==> config.mk <==
export PLATFORM = sky130hd
export DESIGN_NAME = id_decode_queue
export DESIGN_NICKNAME = d
export VERILOG_FILES = /design/src/rtl/id_decode_queue.sv
export SDC_FILE = /design/constraint.sdc
export NUM_CORES = 1
export LEC_CHECK = 0
export ABC_CLOCK_PERIOD_IN_PS = 15770
export CORE_AREA = 2 2 208 210
export DETAILED_ROUTE_END_ITERATION = 8
export DIE_AREA = 0 0 210 212
export REMOVE_ABC_BUFFERS = 1
export SLEW_MARGIN = 10
export SYNTH_ARGS = -nofsm -noshare
export SYNTH_HDL_FRONTEND = slang
export SYNTH_SLANG_ARGS = --single-unit
==> constraint.sdc <==
create_clock -name clk -period 15.77 [get_ports clk]
set_input_delay 3.154 -clock clk [delete_from_list [all_inputs] [get_ports clk]]
set_output_delay 3.154 -clock clk [all_outputs]
set_load 0.05 [all_outputs]
==> src/rtl/id_decode_queue.sv <==
// id_decode_queue: DEPTH-entry instruction queue between IF and EX with a
// registered decode stage on the queue head and a load-use interlock.
//
// Optional feature macro: ID_BYPASS_EN
//   defined   : an instruction arriving at an empty queue with a free output
//               register and no hazard is decoded straight into the output
//               register (one cycle from push to id_valid).
//   undefined : every instruction passes through the queue (two cycles).
//
// Ports
//   clk, rst        rising-edge clock, asynchronous active-low reset
//   flush           synchronous redirect; empties queue and output register
//   if_valid/ready  IF handshake; if_inst/if_pc carry the instruction
//   ex_ld_valid/rd  load currently held in EX (interlock source)
//   id_valid/ready  EX handshake for the decoded bundle
//   id_*            decoded bundle (pc, imm, register indices, control)
//   q_count         queue occupancy
module id_decode_queue #(
  parameter int unsigned DEPTH = 4,
  parameter int unsigned PC_W  = 32
) (
  input  logic                   clk,
  input  logic                   rst,
  input  logic                   flush,
  input  logic                   if_valid,
  output logic                   if_ready,
  input  logic [31:0]            if_inst,
  input  logic [PC_W-1:0]        if_pc,
  input  logic                   ex_ld_valid,
  input  logic [4:0]             ex_ld_rd,
  output logic                   id_valid,
  input  logic                   id_ready,
  output logic [PC_W-1:0]        id_pc,
  output logic [31:0]            id_imm,
  output logic [4:0]             id_rs1_idx,
  output logic [4:0]             id_rs2_idx,
  output logic [4:0]             id_rd_idx,
  output logic [2:0]             id_funct3,
  output logic [1:0]             id_opa_sel,
  output logic [1:0]             id_opb_sel,
  output logic [4:0]             id_alu_func,
  output logic                   id_rd_mem,
  output logic                   id_wr_mem,
  output logic                   id_reg_wr,
  output logic                   id_cond_br,
  output logic                   id_uncond_br,
  output logic                   id_illegal,
  output logic [$clog2(DEPTH):0] q_count
);

  localparam int unsigned AW = $clog2(DEPTH);
  localparam int unsigned CW = AW + 1;

  localparam logic [6:0] OP_R     = 7'b0110011;
  localparam logic [6:0] OP_IMM   = 7'b0010011;
  localparam logic [6:0] OP_LD    = 7'b0000011;
  localparam logic [6:0] OP_ST    = 7'b0100011;
  localparam logic [6:0] OP_BR    = 7'b1100011;
  localparam logic [6:0] OP_JAL   = 7'b1101111;
  localparam logic [6:0] OP_JALR  = 7'b1100111;
  localparam logic [6:0] OP_LUI   = 7'b0110111;
  localparam logic [6:0] OP_AUIPC = 7'b0010111;

  localparam logic [1:0] OPA_RS1  = 2'd0;
  localparam logic [1:0] OPA_PC   = 2'd2;
  localparam logic [1:0] OPA_ZERO = 2'd3;
  localparam logic [1:0] OPB_RS2  = 2'd0;
  localparam logic [1:0] OPB_IMM  = 2'd1;

  localparam logic [4:0] ALU_ADD  = 5'h00;
  localparam logic [4:0] ALU_SUB  = 5'h01;
  localparam logic [4:0] ALU_SLT  = 5'h02;
  localparam logic [4:0] ALU_SLTU = 5'h03;
  localparam logic [4:0] ALU_AND  = 5'h04;
  localparam logic [4:0] ALU_OR   = 5'h05;
  localparam logic [4:0] ALU_XOR  = 5'h06;
  localparam logic [4:0] ALU_SLL  = 5'h07;
  localparam logic [4:0] ALU_SRL  = 5'h08;
  localparam logic [4:0] ALU_SRA  = 5'h09;

  typedef struct packed {
    logic [31:0] imm;
    logic [4:0]  rs1;
    logic [4:0]  rs2;
    logic [4:0]  rd;
    logic [2:0]  funct3;
    logic [1:0]  opa;
    logic [1:0]  opb;
    logic [4:0]  alu;
    logic        rd_mem;
    logic        wr_mem;
    logic        reg_wr;
    logic        cond_br;
    logic        uncond_br;
    logic        illegal;
  } dec_t;

  // ALU function from funct3; alt selects SUB/SRA
  function automatic logic [4:0] alu_sel(input logic [2:0] f3, input logic alt);
    case (f3)
      3'd0:    alu_sel = alt ? ALU_SUB : ALU_ADD;
      3'd1:    alu_sel = ALU_SLL;
      3'd2:    alu_sel = ALU_SLT;
      3'd3:    alu_sel = ALU_SLTU;
      3'd4:    alu_sel = ALU_XOR;
      3'd5:    alu_sel = alt ? ALU_SRA : ALU_SRL;
      3'd6:    alu_sel = ALU_OR;
      default: alu_sel = ALU_AND;
    endcase
  endfunction

  // Full instruction decode; illegal encodings keep their fields but lose all side effects
  function automatic dec_t decode(input logic [31:0] inst);
    dec_t       d;
    logic [6:0] f7;
    logic [2:0] f3;
    f7       = inst[31:25];
    f3       = inst[14:12];
    d        = '0;
    d.rs1    = inst[19:15];
    d.rs2    = inst[24:20];
    d.funct3 = f3;
    d.imm    = {{20{inst[31]}}, inst[31:20]};
    d.opa    = OPA_RS1;
    d.opb    = OPB_IMM;
    d.alu    = ALU_ADD;
    case (inst[6:0])
      OP_R: begin
        d.reg_wr  = 1'b1;
        d.opb     = OPB_RS2;
        d.alu     = alu_sel(f3, f7[5]);
        d.illegal = !((f7 == 7'h00) || ((f7 == 7'h20) && ((f3 == 3'd0) || (f3 == 3'd5))));
      end
      OP_IMM: begin
        d.reg_wr = 1'b1;
        d.alu    = alu_sel(f3, (f3 == 3'd5) && f7[5]);
        if (f3 == 3'd1)      d.illegal = (f7 != 7'h00);
        else if (f3 == 3'd5) d.illegal = (f7 != 7'h00) && (f7 != 7'h20);
      end
      OP_LD: begin
        d.reg_wr  = 1'b1;
        d.rd_mem  = 1'b1;
        d.illegal = (f3 == 3'd3) || (f3 == 3'd6) || (f3 == 3'd7);
      end
      OP_ST: begin
        d.wr_mem  = 1'b1;
        d.imm     = {{20{inst[31]}}, inst[31:25], inst[11:7]};
        d.illegal = (f3 > 3'd2);
      end
      OP_BR: begin
        d.cond_br = 1'b1;
        d.opa     = OPA_PC;
        d.imm     = {{19{inst[31]}}, inst[31], inst[7], inst[30:25], inst[11:8], 1'b0};
        d.illegal = (f3 == 3'd2) || (f3 == 3'd3);
      end
      OP_JAL: begin
        d.uncond_br = 1'b1;
        d.reg_wr    = 1'b1;
        d.opa       = OPA_PC;
        d.imm       = {{11{inst[31]}}, inst[31], inst[19:12], inst[20], inst[30:21], 1'b0};
      end
      OP_JALR: begin
        d.uncond_br = 1'b1;
        d.reg_wr    = 1'b1;
        d.illegal   = (f3 != 3'd0);
      end
      OP_LUI: begin
        d.reg_wr = 1'b1;
        d.opa    = OPA_ZERO;
        d.imm    = {inst[31:12], 12'h000};
      end
      OP_AUIPC: begin
        d.reg_wr = 1'b1;
        d.opa    = OPA_PC;
        d.imm    = {inst[31:12], 12'h000};
      end
      default: d.illegal = 1'b1;
    endcase
    if (d.illegal) begin
      d.reg_wr    = 1'b0;
      d.rd_mem    = 1'b0;
      d.wr_mem    = 1'b0;
      d.cond_br   = 1'b0;
      d.uncond_br = 1'b0;
    end
    d.rd = d.reg_wr ? inst[11:7] : 5'd0;
    return d;
  endfunction

  // Load-use check: a used, nonzero source matching the EX load or the load in the output reg
  function automatic logic hazard(input logic [31:0] inst, input logic ex_v,
                                  input logic [4:0] ex_rd, input logic out_ld,
                                  input logic [4:0] out_rd);
    logic       u1;
    logic       u2;
    logic [4:0] s1;
    logic [4:0] s2;
    u1 = inst[6:0] inside {OP_R, OP_IMM, OP_LD, OP_ST, OP_BR, OP_JALR};
    u2 = inst[6:0] inside {OP_R, OP_ST, OP_BR};
    s1 = inst[19:15];
    s2 = inst[24:20];
    hazard = (u1 && (s1 != 5'd0) && ((ex_v && (ex_rd == s1)) || (out_ld && (out_rd == s1)))) ||
             (u2 && (s2 != 5'd0) && ((ex_v && (ex_rd == s2)) || (out_ld && (out_rd == s2))));
  endfunction

  logic [31:0]     r_mem_inst [DEPTH];
  logic [PC_W-1:0] r_mem_pc   [DEPTH];
  logic [AW:0]     r_wr_ptr;
  logic [AW:0]     r_rd_ptr;
  logic [CW-1:0]   r_count;
  logic            r_if_ready;
  logic            r_valid;
  logic [PC_W-1:0] r_pc;
  dec_t            r_dec;

  logic [AW:0]     w_wr_ptr_nxt;
  logic [AW:0]     w_rd_ptr_nxt;
  logic            w_full_nxt;
  logic            w_valid_nxt;
  logic [PC_W-1:0] w_pc_nxt;
  dec_t            w_dec_nxt;
  logic            w_empty;
  logic            w_free;
  logic [31:0]     w_head_inst;
  logic [PC_W-1:0] w_head_pc;
  dec_t            w_head_dec;
  dec_t            w_in_dec;
  logic            w_out_ld;
  logic            w_head_hz;
  logic            w_push;
  logic            w_pop;
  logic            w_byp;
  logic            w_wr_en;

  assign w_empty     = (r_wr_ptr == r_rd_ptr);
  assign w_free      = !r_valid || id_ready;
  assign w_head_inst = r_mem_inst[r_rd_ptr[AW-1:0]];
  assign w_head_pc   = r_mem_pc[r_rd_ptr[AW-1:0]];
  assign w_head_dec  = decode(w_head_inst);
  assign w_in_dec    = decode(if_inst);
  assign w_out_ld    = r_valid && r_dec.rd_mem;
  assign w_head_hz   = hazard(w_head_inst, ex_ld_valid, ex_ld_rd, w_out_ld, r_dec.rd);
  // if_ready comes only from registered occupancy, so a pop at full never admits a push
  assign w_push      = if_valid && r_if_ready && !flush;
  assign w_pop       = !w_empty && w_free && !w_head_hz && !flush;
`ifdef ID_BYPASS_EN
  assign w_byp       = w_empty && w_free && w_push &&
                       !hazard(if_inst, ex_ld_valid, ex_ld_rd, w_out_ld, r_dec.rd);
`else
  assign w_byp       = 1'b0;
`endif
  assign w_wr_en     = w_push && !w_byp;

  // Pointer next state; pointers carry one wrap bit above the index
  always_comb begin
    w_wr_ptr_nxt = r_wr_ptr + CW'(w_wr_en);
    w_rd_ptr_nxt = r_rd_ptr + CW'(w_pop);
    if (flush) begin
      w_wr_ptr_nxt = '0;
      w_rd_ptr_nxt = '0;
    end
    w_full_nxt = (w_wr_ptr_nxt[AW] != w_rd_ptr_nxt[AW]) &&
                 (w_wr_ptr_nxt[AW-1:0] == w_rd_ptr_nxt[AW-1:0]);
  end

  // Output register next state; payload is held whenever nothing new is loaded
  always_comb begin
    w_valid_nxt = r_valid;
    w_pc_nxt    = r_pc;
    w_dec_nxt   = r_dec;
    if (flush) begin
      w_valid_nxt = 1'b0;
    end else if (w_pop) begin
      w_valid_nxt = 1'b1;
      w_pc_nxt    = w_head_pc;
      w_dec_nxt   = w_head_dec;
    end else if (w_byp) begin
      w_valid_nxt = 1'b1;
      w_pc_nxt    = if_pc;
      w_dec_nxt   = w_in_dec;
    end else if (id_ready) begin
      w_valid_nxt = 1'b0;
    end
  end

  // Queue storage needs no reset; occupancy is tracked by the pointers
  always_ff @(posedge clk) begin
    if (w_wr_en) begin
      r_mem_inst[r_wr_ptr[AW-1:0]] <= if_inst;
      r_mem_pc[r_wr_ptr[AW-1:0]]   <= if_pc;
    end
  end

  // Control and output registers
  always_ff @(posedge clk or negedge rst) begin
    if (!rst) begin
      r_wr_ptr   <= '0;
      r_rd_ptr   <= '0;
      r_count    <= '0;
      r_if_ready <= 1'b1;
      r_valid    <= 1'b0;
      r_pc       <= '0;
      r_dec      <= '0;
    end else begin
      r_wr_ptr   <= w_wr_ptr_nxt;
      r_rd_ptr   <= w_rd_ptr_nxt;
      r_count    <= w_wr_ptr_nxt - w_rd_ptr_nxt;
      r_if_ready <= !w_full_nxt;
      r_valid    <= w_valid_nxt;
      r_pc       <= w_pc_nxt;
      r_dec      <= w_dec_nxt;
    end
  end

  assign if_ready     = r_if_ready;
  assign q_count      = r_count;
  assign id_valid     = r_valid;
  assign id_pc        = r_pc;
  assign id_imm       = r_dec.imm;
  assign id_rs1_idx   = r_dec.rs1;
  assign id_rs2_idx   = r_dec.rs2;
  assign id_rd_idx    = r_dec.rd;
  assign id_funct3    = r_dec.funct3;
  assign id_opa_sel   = r_dec.opa;
  assign id_opb_sel   = r_dec.opb;
  assign id_alu_func  = r_dec.alu;
  assign id_rd_mem    = r_dec.rd_mem;
  assign id_wr_mem    = r_dec.wr_mem;
  assign id_reg_wr    = r_dec.reg_wr;
  assign id_cond_br   = r_dec.cond_br;
  assign id_uncond_br = r_dec.uncond_br;
  assign id_illegal   = r_dec.illegal;

endmodule

### After elaboration in Yosys (flattened, before gate mapping)

Memory sizes are Yosys's and may differ from the RTL's. A register that Yosys moved wholly into a read port is not among the register bits.
Cells that the tools add are included.

| operators by class | value |
|---|---|
| $add $sub $neg | 3 |
| multiply operators | 0 |
| div/mod/pow operators | 0 |
| $lt $le $gt $ge | 1 |
| equality and inequality tests | 25 |
| shift-type cells | 0 |
| mux-type cells | 27 |
| bitwise gates (word level) | 1 |
| reductions and logical operators | 49 |

Operators by type and width:

| cell | count |
|---|---|
| $pmux W31 S4 | 1 |
| $pmux W4 S7 | 2 |
| $eq A7 B6 Y1 const B | 4 |
| $eq A7 B7 Y1 const B | 3 |
| $eq A5 B5 Y1 | 4 |
| $logic_and A1 B1 Y1 | 18 |
| $mux W1 | 17 |
| $eq A7 B5 Y1 const B | 2 |
| $eq A3 B3 Y1 const B | 4 |
| $mux W5 | 2 |
| $pmux W5 S2 | 1 |
| $reduce_bool A5 Y1 | 2 |
| $logic_or A1 B1 Y1 | 9 |
| $reduce_bool A3 Y1 | 3 |
| $eq A7 B2 Y1 const B | 1 |
| $logic_not A1 Y1 | 7 |
| $logic_not A7 Y1 | 1 |
| $ne A7 B6 Y1 const B | 1 |
| $pmux W1 S7 | 1 |
| $reduce_bool A7 Y1 | 1 |
| $reduce_or A7 Y1 | 1 |
| $add A3 B1 Y3 | 2 |
| $eq A3 B2 Y1 const B | 2 |
| $mux W3 | 2 |
| 13 further kinds | 15 |

| storage, ports and cells | value |
|---|---|
| register bits after elaboration | 76 |
| bits in latches | 0 |
| bits in writable memories | 256 |
| bits in read-only memories | 0 |
| input bits | 75 |
| memories kept | 2 |

Memories:

| name | words | width | read ports | clocked after memory_dff | write ports | line | source |
|---|---|---|---|---|---|---|---|
| r_mem_inst | 4 | 32 | 1 | 0 | 1 | 206 | `logic [31:0] r_mem_inst [DEPTH];` |
| r_mem_pc | 4 | 32 | 1 | 1 | 1 | 207 | `logic [PC_W-1:0] r_mem_pc [DEPTH];` |

### Logic depth before layout (Yosys ltp)

An unclocked memory read counts as a cell.

| logic depth | value |
|---|---|
| depth in word-level cells | 14 |
| mapped depth | 18 |

### Least setup slack after synthesis

Ideal clock, no wire load.

| path | value |
|---|---|
| path type | input port to flip-flop |
| start point | input flush |
| end point | memory r_mem_inst[0][0] (enable) |
| arrival time | 9.494 ns |
| required time | 15.126 ns |
| setup slack | 5.633 ns |
| cell stages on the path | 2 |
| cell sequence | clkbuf_1 > nor4_1 |

| between the ends | value |
|---|---|
| cells in the longest elaborated chain, start to end | 4 |

RTL lines:

| item | line | source |
|---|---|---|
| start, declared | 24 | `input logic flush,` |
| $logic_not A1 Y1 | 244 | `assign w_push = if_valid && r_if_ready && !flush;` |
| $logic_and A1 B1 Y1 | 244 |  |
| $mux W1 | 288 | `if (w_wr_en) begin` |
| $mux W1 (implied by the code) | 289 | `r_mem_inst[r_wr_ptr[AW-1:0]] <= if_inst;` |
| end, declared | 206 |  |

No other way between the ends.

### Worst setup path in the final report

| path | value |
|---|---|
| start point | input ex_ld_rd[2] |
| end point | register r_count[2] (netlist: q_count[2]) |

| between the ends | value |
|---|---|
| cells in the longest elaborated chain, start to end | 11 |

RTL lines:

| item | line | source |
|---|---|---|
| start, declared | 30 | `input logic [4:0] ex_ld_rd,` |
| $eq A5 B5 Y1, on equally long branches | 202, 203 |  |
| $logic_and A1 B1 Y1, on equally long branches | 202, 203 |  |
| $logic_or A1 B1 Y1, on equally long branches | 202, 203 |  |
| $logic_and A1 B1 Y1, on equally long branches | 202, 203 |  |
| $logic_or A1 B1 Y1 * | 202 | `hazard = (u1 && (s1 != 5'd0) && ((ex_v && (ex_rd == s1)) \|\| (out_ld && (out_rd == s1)))) \|\|` |
| $logic_not A1 Y1 * | 245 | `assign w_pop = !w_empty && w_free && !w_head_hz && !flush;` |
| $logic_and A1 B1 Y1 * (2 in a row) | 245 |  |
| $add A3 B1 Y3 * | 257 | `w_rd_ptr_nxt = r_rd_ptr + CW'(w_pop);` |
| $mux W3 * | 258 | `if (flush) begin` |
| via w_rd_ptr_nxt[1] | 217 | `logic [AW:0] w_rd_ptr_nxt;` |
| $sub A3 B3 Y3 * | 307 | `r_count <= w_wr_ptr_nxt - w_rd_ptr_nxt;` |
| end signal, assigned | 307 |  |
| end, declared | 210 | `logic [CW-1:0] r_count;` |

The timed path passes the listed nets; every way through them passes the cells marked *.
A chain may end at the register's enable or synchronous reset.

==> reports/metrics.yaml <==
clock_tree:
  cts_post_setup_buffers_inserted: 0
  clockRootBuffer: "clkbuf_16"
  cts_max_level: 2
  clockBufferDepth: 3
  clk_latency_ns: 0.55
  cts.clk_slew.worst_paths_ns: 0.05
  cts_tree: "done"
  holdBufCountCts: 0
  post_cts_resize_count: 0
  numCtsBuffers: 41
  cts.sinks: 362
worst_setup_path:
  cp-start-kind: "input pin"
  worst-path-stages: 13
  critPathBufInv: 3
  worstPathRequired_ns: 16.20
  slowest_stage: "nand3_4"
  critical_path_class: "input pin to flop"
  critPathCaptureType: "flop"
  r2r_slack_ns: 10.29
  slowest_delay_ns: 0.58
  path_cells: "clkdlybuf4s50_1, xor2_1, nor4_1, and3_1, o211ai_1, nand3_4, inv_1, ha_1, ha_1, nand2b_1, inv_1, fa_1, xor2_1"
  crit_family: "simple AND/OR/NAND/NOR gates"
  cp.arrival_ns: 6.34
  worstPathMaxFanout: 41
  r2r_cells: 13
job:
  maxCapViolations: 0
final_layout:
  areaGrowthSynthToFinish_pct: 24.4
  drive_above_1_share_pct: 21.0
  final_util_pct: 42.6
  fillers: 3776
  regArea_um2: 10300
  multi_input_area_um2: 3850
  nets: 1070
logic_synthesis:
  synth-simple-area-share_pct: 3.99
  netlist.area_leader.share_pct: 52.8
  synth_top_family_by_area: "multiplexers"
  seq_area_frac_synth_pct: 71.0
  syn_avg_cell_area_um2: 18.3
  synth-compound-area-share_pct: 1.99
  synth-xor-area-share_pct: 1.86
  synth_fa_ha_area_share_pct: 0.653
  yosys.cell_types.count: 56
  synth_edf_count: 256
  syn_inst: 796
  synth_commonest_cells: "edfxtp_1 (256), dfrtp_1 (105), mux2_2 (70)"
  synth_most_common_cell: "edfxtp_1"
  synth.mux.area_fraction_pct: 17.7
  synthTopCellsByArea: "edfxtp_1 (53%), dfrtp_1 (18%), mux4_2 (9.6%), mux2_2 (5.4%), mux2_1 (1.5%)"
  async_flop_share_pct: 29.3
  synth-seq-cells: 362
  syn-cell-area_um2: 14600
  synth_ff_type: "edfxtp_1"
  synth_top_area_cell: "edfxtp_1"
  yosysWarnings: 0
timing:
  skew_ns: 0.0219
  fin_tns_setup_ns: 0
  fin_worst_hold_slack_ns: 0.493
  fin_crit_sh_pct: 37.5
  report.final.slew_viol_count: 0
  worst_pin_slew_ns: 0.961
  timing.slew.headroom_pct: 35.8
  fmax_mhz: 169
  finalCriticalPeriod_ns: 5.91
  grt_setup_unrepaired: "false"
  setup_viol: 0
  finalHoldViolations: 0
routing:
  vias_per_cell: 4.85
  initialDrtViolationCount: 427
  vias: 7604
  dr.pass1.iters: 5
  route.detailed.wl_per_inst_um: 20.9
  ant_nets: 0
  wl_mm: 32.7
  drcViolationCount: 0
global_routing:
  grt_overflow_total: 0
  grt_use_met2_pct: 24.3
  antenna_found_initial: 6
  grt_pass1_wl_mm: 49.6
  grt_use_total_pct: 15.0
  grtUsageMet3_pct: 3.90
  grt.busiest_layer: "met2"
  grt_max_degree: 63
  grt_pass1_vias: 8047
  grt_util_met1_pct: 19.6
power:
  p_per_area_nw_per_um2: 170
  ir_drop_mv: 0.0881
  leakage_nw: 6.48
  power_w: 0.00308
hold_path:
  hp-class: "flop to flop"
  hold_path_depth: 1
floorplanning:
  num_io_pins: 177
  coreArea_um2: 42500
  die_area_um2: 44500
  die_y_um: 212
  rows: 76
  start_util_pct: 34.3
  die_w_um: 210
place:
  place_congestion: 0.713
  port_buffers: 174
  dp_hpwl_mm: 20.0
run_status:
  status: "completed"
cell type report:
cell class / count / share of cell area, %
well taps: 546 / 3.77
clock buffers: 55 / 6.19
inverters: 35 / 0.725
flip-flops and latches: 362 / 57.1
repair buffers: 185 / 10.1
diodes: 2 / 0.0276
clock inverters: 20 / 0.863
multi-input cells: 363 / 21.3
sequential cells by signal, indices dropped and copies added, names as in the netlist, 2 cells and up:
register,flops
id_imm,32
r_rd_ptr,3
r_wr_ptr,3
q_count,3
id_alu_func,4
id_rs2_idx,5
id_pc,32
id_rs1_idx,5
id_rd_idx,5
r_mem_inst,128
id_funct3,3
r_mem_pc,128
id_opa_sel,2
path summary, 6_finish.rpt:
| path | from | endpoint |
|---|---|---|
| min in group asynchronous | rst | r_wr_ptr[0]$_DFF_PN0_ |
| max in group asynchronous | rst | id_pc[21]$_DFFE_PN0P_ |
| worst min register to register | id_rs2_idx[3]$_DFFE_PN0P_ | id_rs2_idx[3]$_DFFE_PN0P_ |
| worst min-delay path | id_rs2_idx[3]$_DFFE_PN0P_ | id_rs2_idx[3]$_DFFE_PN0P_ |
| worst max-delay path | ex_ld_rd[2] | q_count[2]$_DFF_PN0_ |
| worst max register to register | r_rd_ptr[0]$_DFF_PN0_ | q_count[2]$_DFF_PN0_ |
where the power goes:
group	total (W)	internal [W]	switching [W]	leakage [nW]
clock network	0.000911	0.000532	0.000379	0.606
registers	0.00123	0.00115	0.0000836	3.62
logic	0.000940	0.000351	0.000588	2.25
total	0.00308	0.00203	0.00105	6.48
through the flow:
step	setup WS (ns)	cell area, um2	instances
2_1_floorplan	5.73	14300	760
3_3_place_gp	9.31	16800	1491
3_5_place_dp	9.27	16800	1491
4_1_cts	9.85	18100	1566
5_1_grt	9.65	18100	1566
6_report	9.86	18100	1568
kinds of logic after synthesis:
family,count (synthesis)
XOR/XNOR,31
other,1
adder cells (fa/ha/maj),7
AO/OA/AOI/OAI,46
buffers and inverters,72
flip-flops,362
multiplexers,167
AND/OR/NAND/NOR,110
layout by cell type, fill, tap and decap left out, types with 5 or more instances in the layout:
cell | netlist | final
clkinv_1 | 0 | 8
xor2_1 | 12 | 12
edfxtp_1 | 256 | 256
mux2_2 | 70 | 70
mux2i_1 | 14 | 14
mux2_1 | 20 | 20
dfrtp_1 | 105 | 103
inv_1 | 35 | 35
and2_1 | 5 | 5
clkbuf_16 | 0 | 43
o21ai_0 | 22 | 22
ha_1 | 6 | 6
clkbuf_1 | 11 | 12
clkdlybuf4s50_1 | 0 | 173
nor2_1 | 26 | 24
nand2b_1 | 7 | 7
buf_4 | 10 | 12
a21oi_1 | 7 | 7
clkinvlp_4 | 0 | 5
nand3_1 | 8 | 8
mux4_2 | 62 | 62
nand2_1 | 34 | 34
xnor2_1 | 19 | 19
routing by layer:
layer,part of all wire [%],vias to the layer above
met1,44,3928
met4,2.3,10
met3,5.6,57
met5,0.21,-
li1,-,3437
met2,48,172
(Power assumes the default switching activity.)
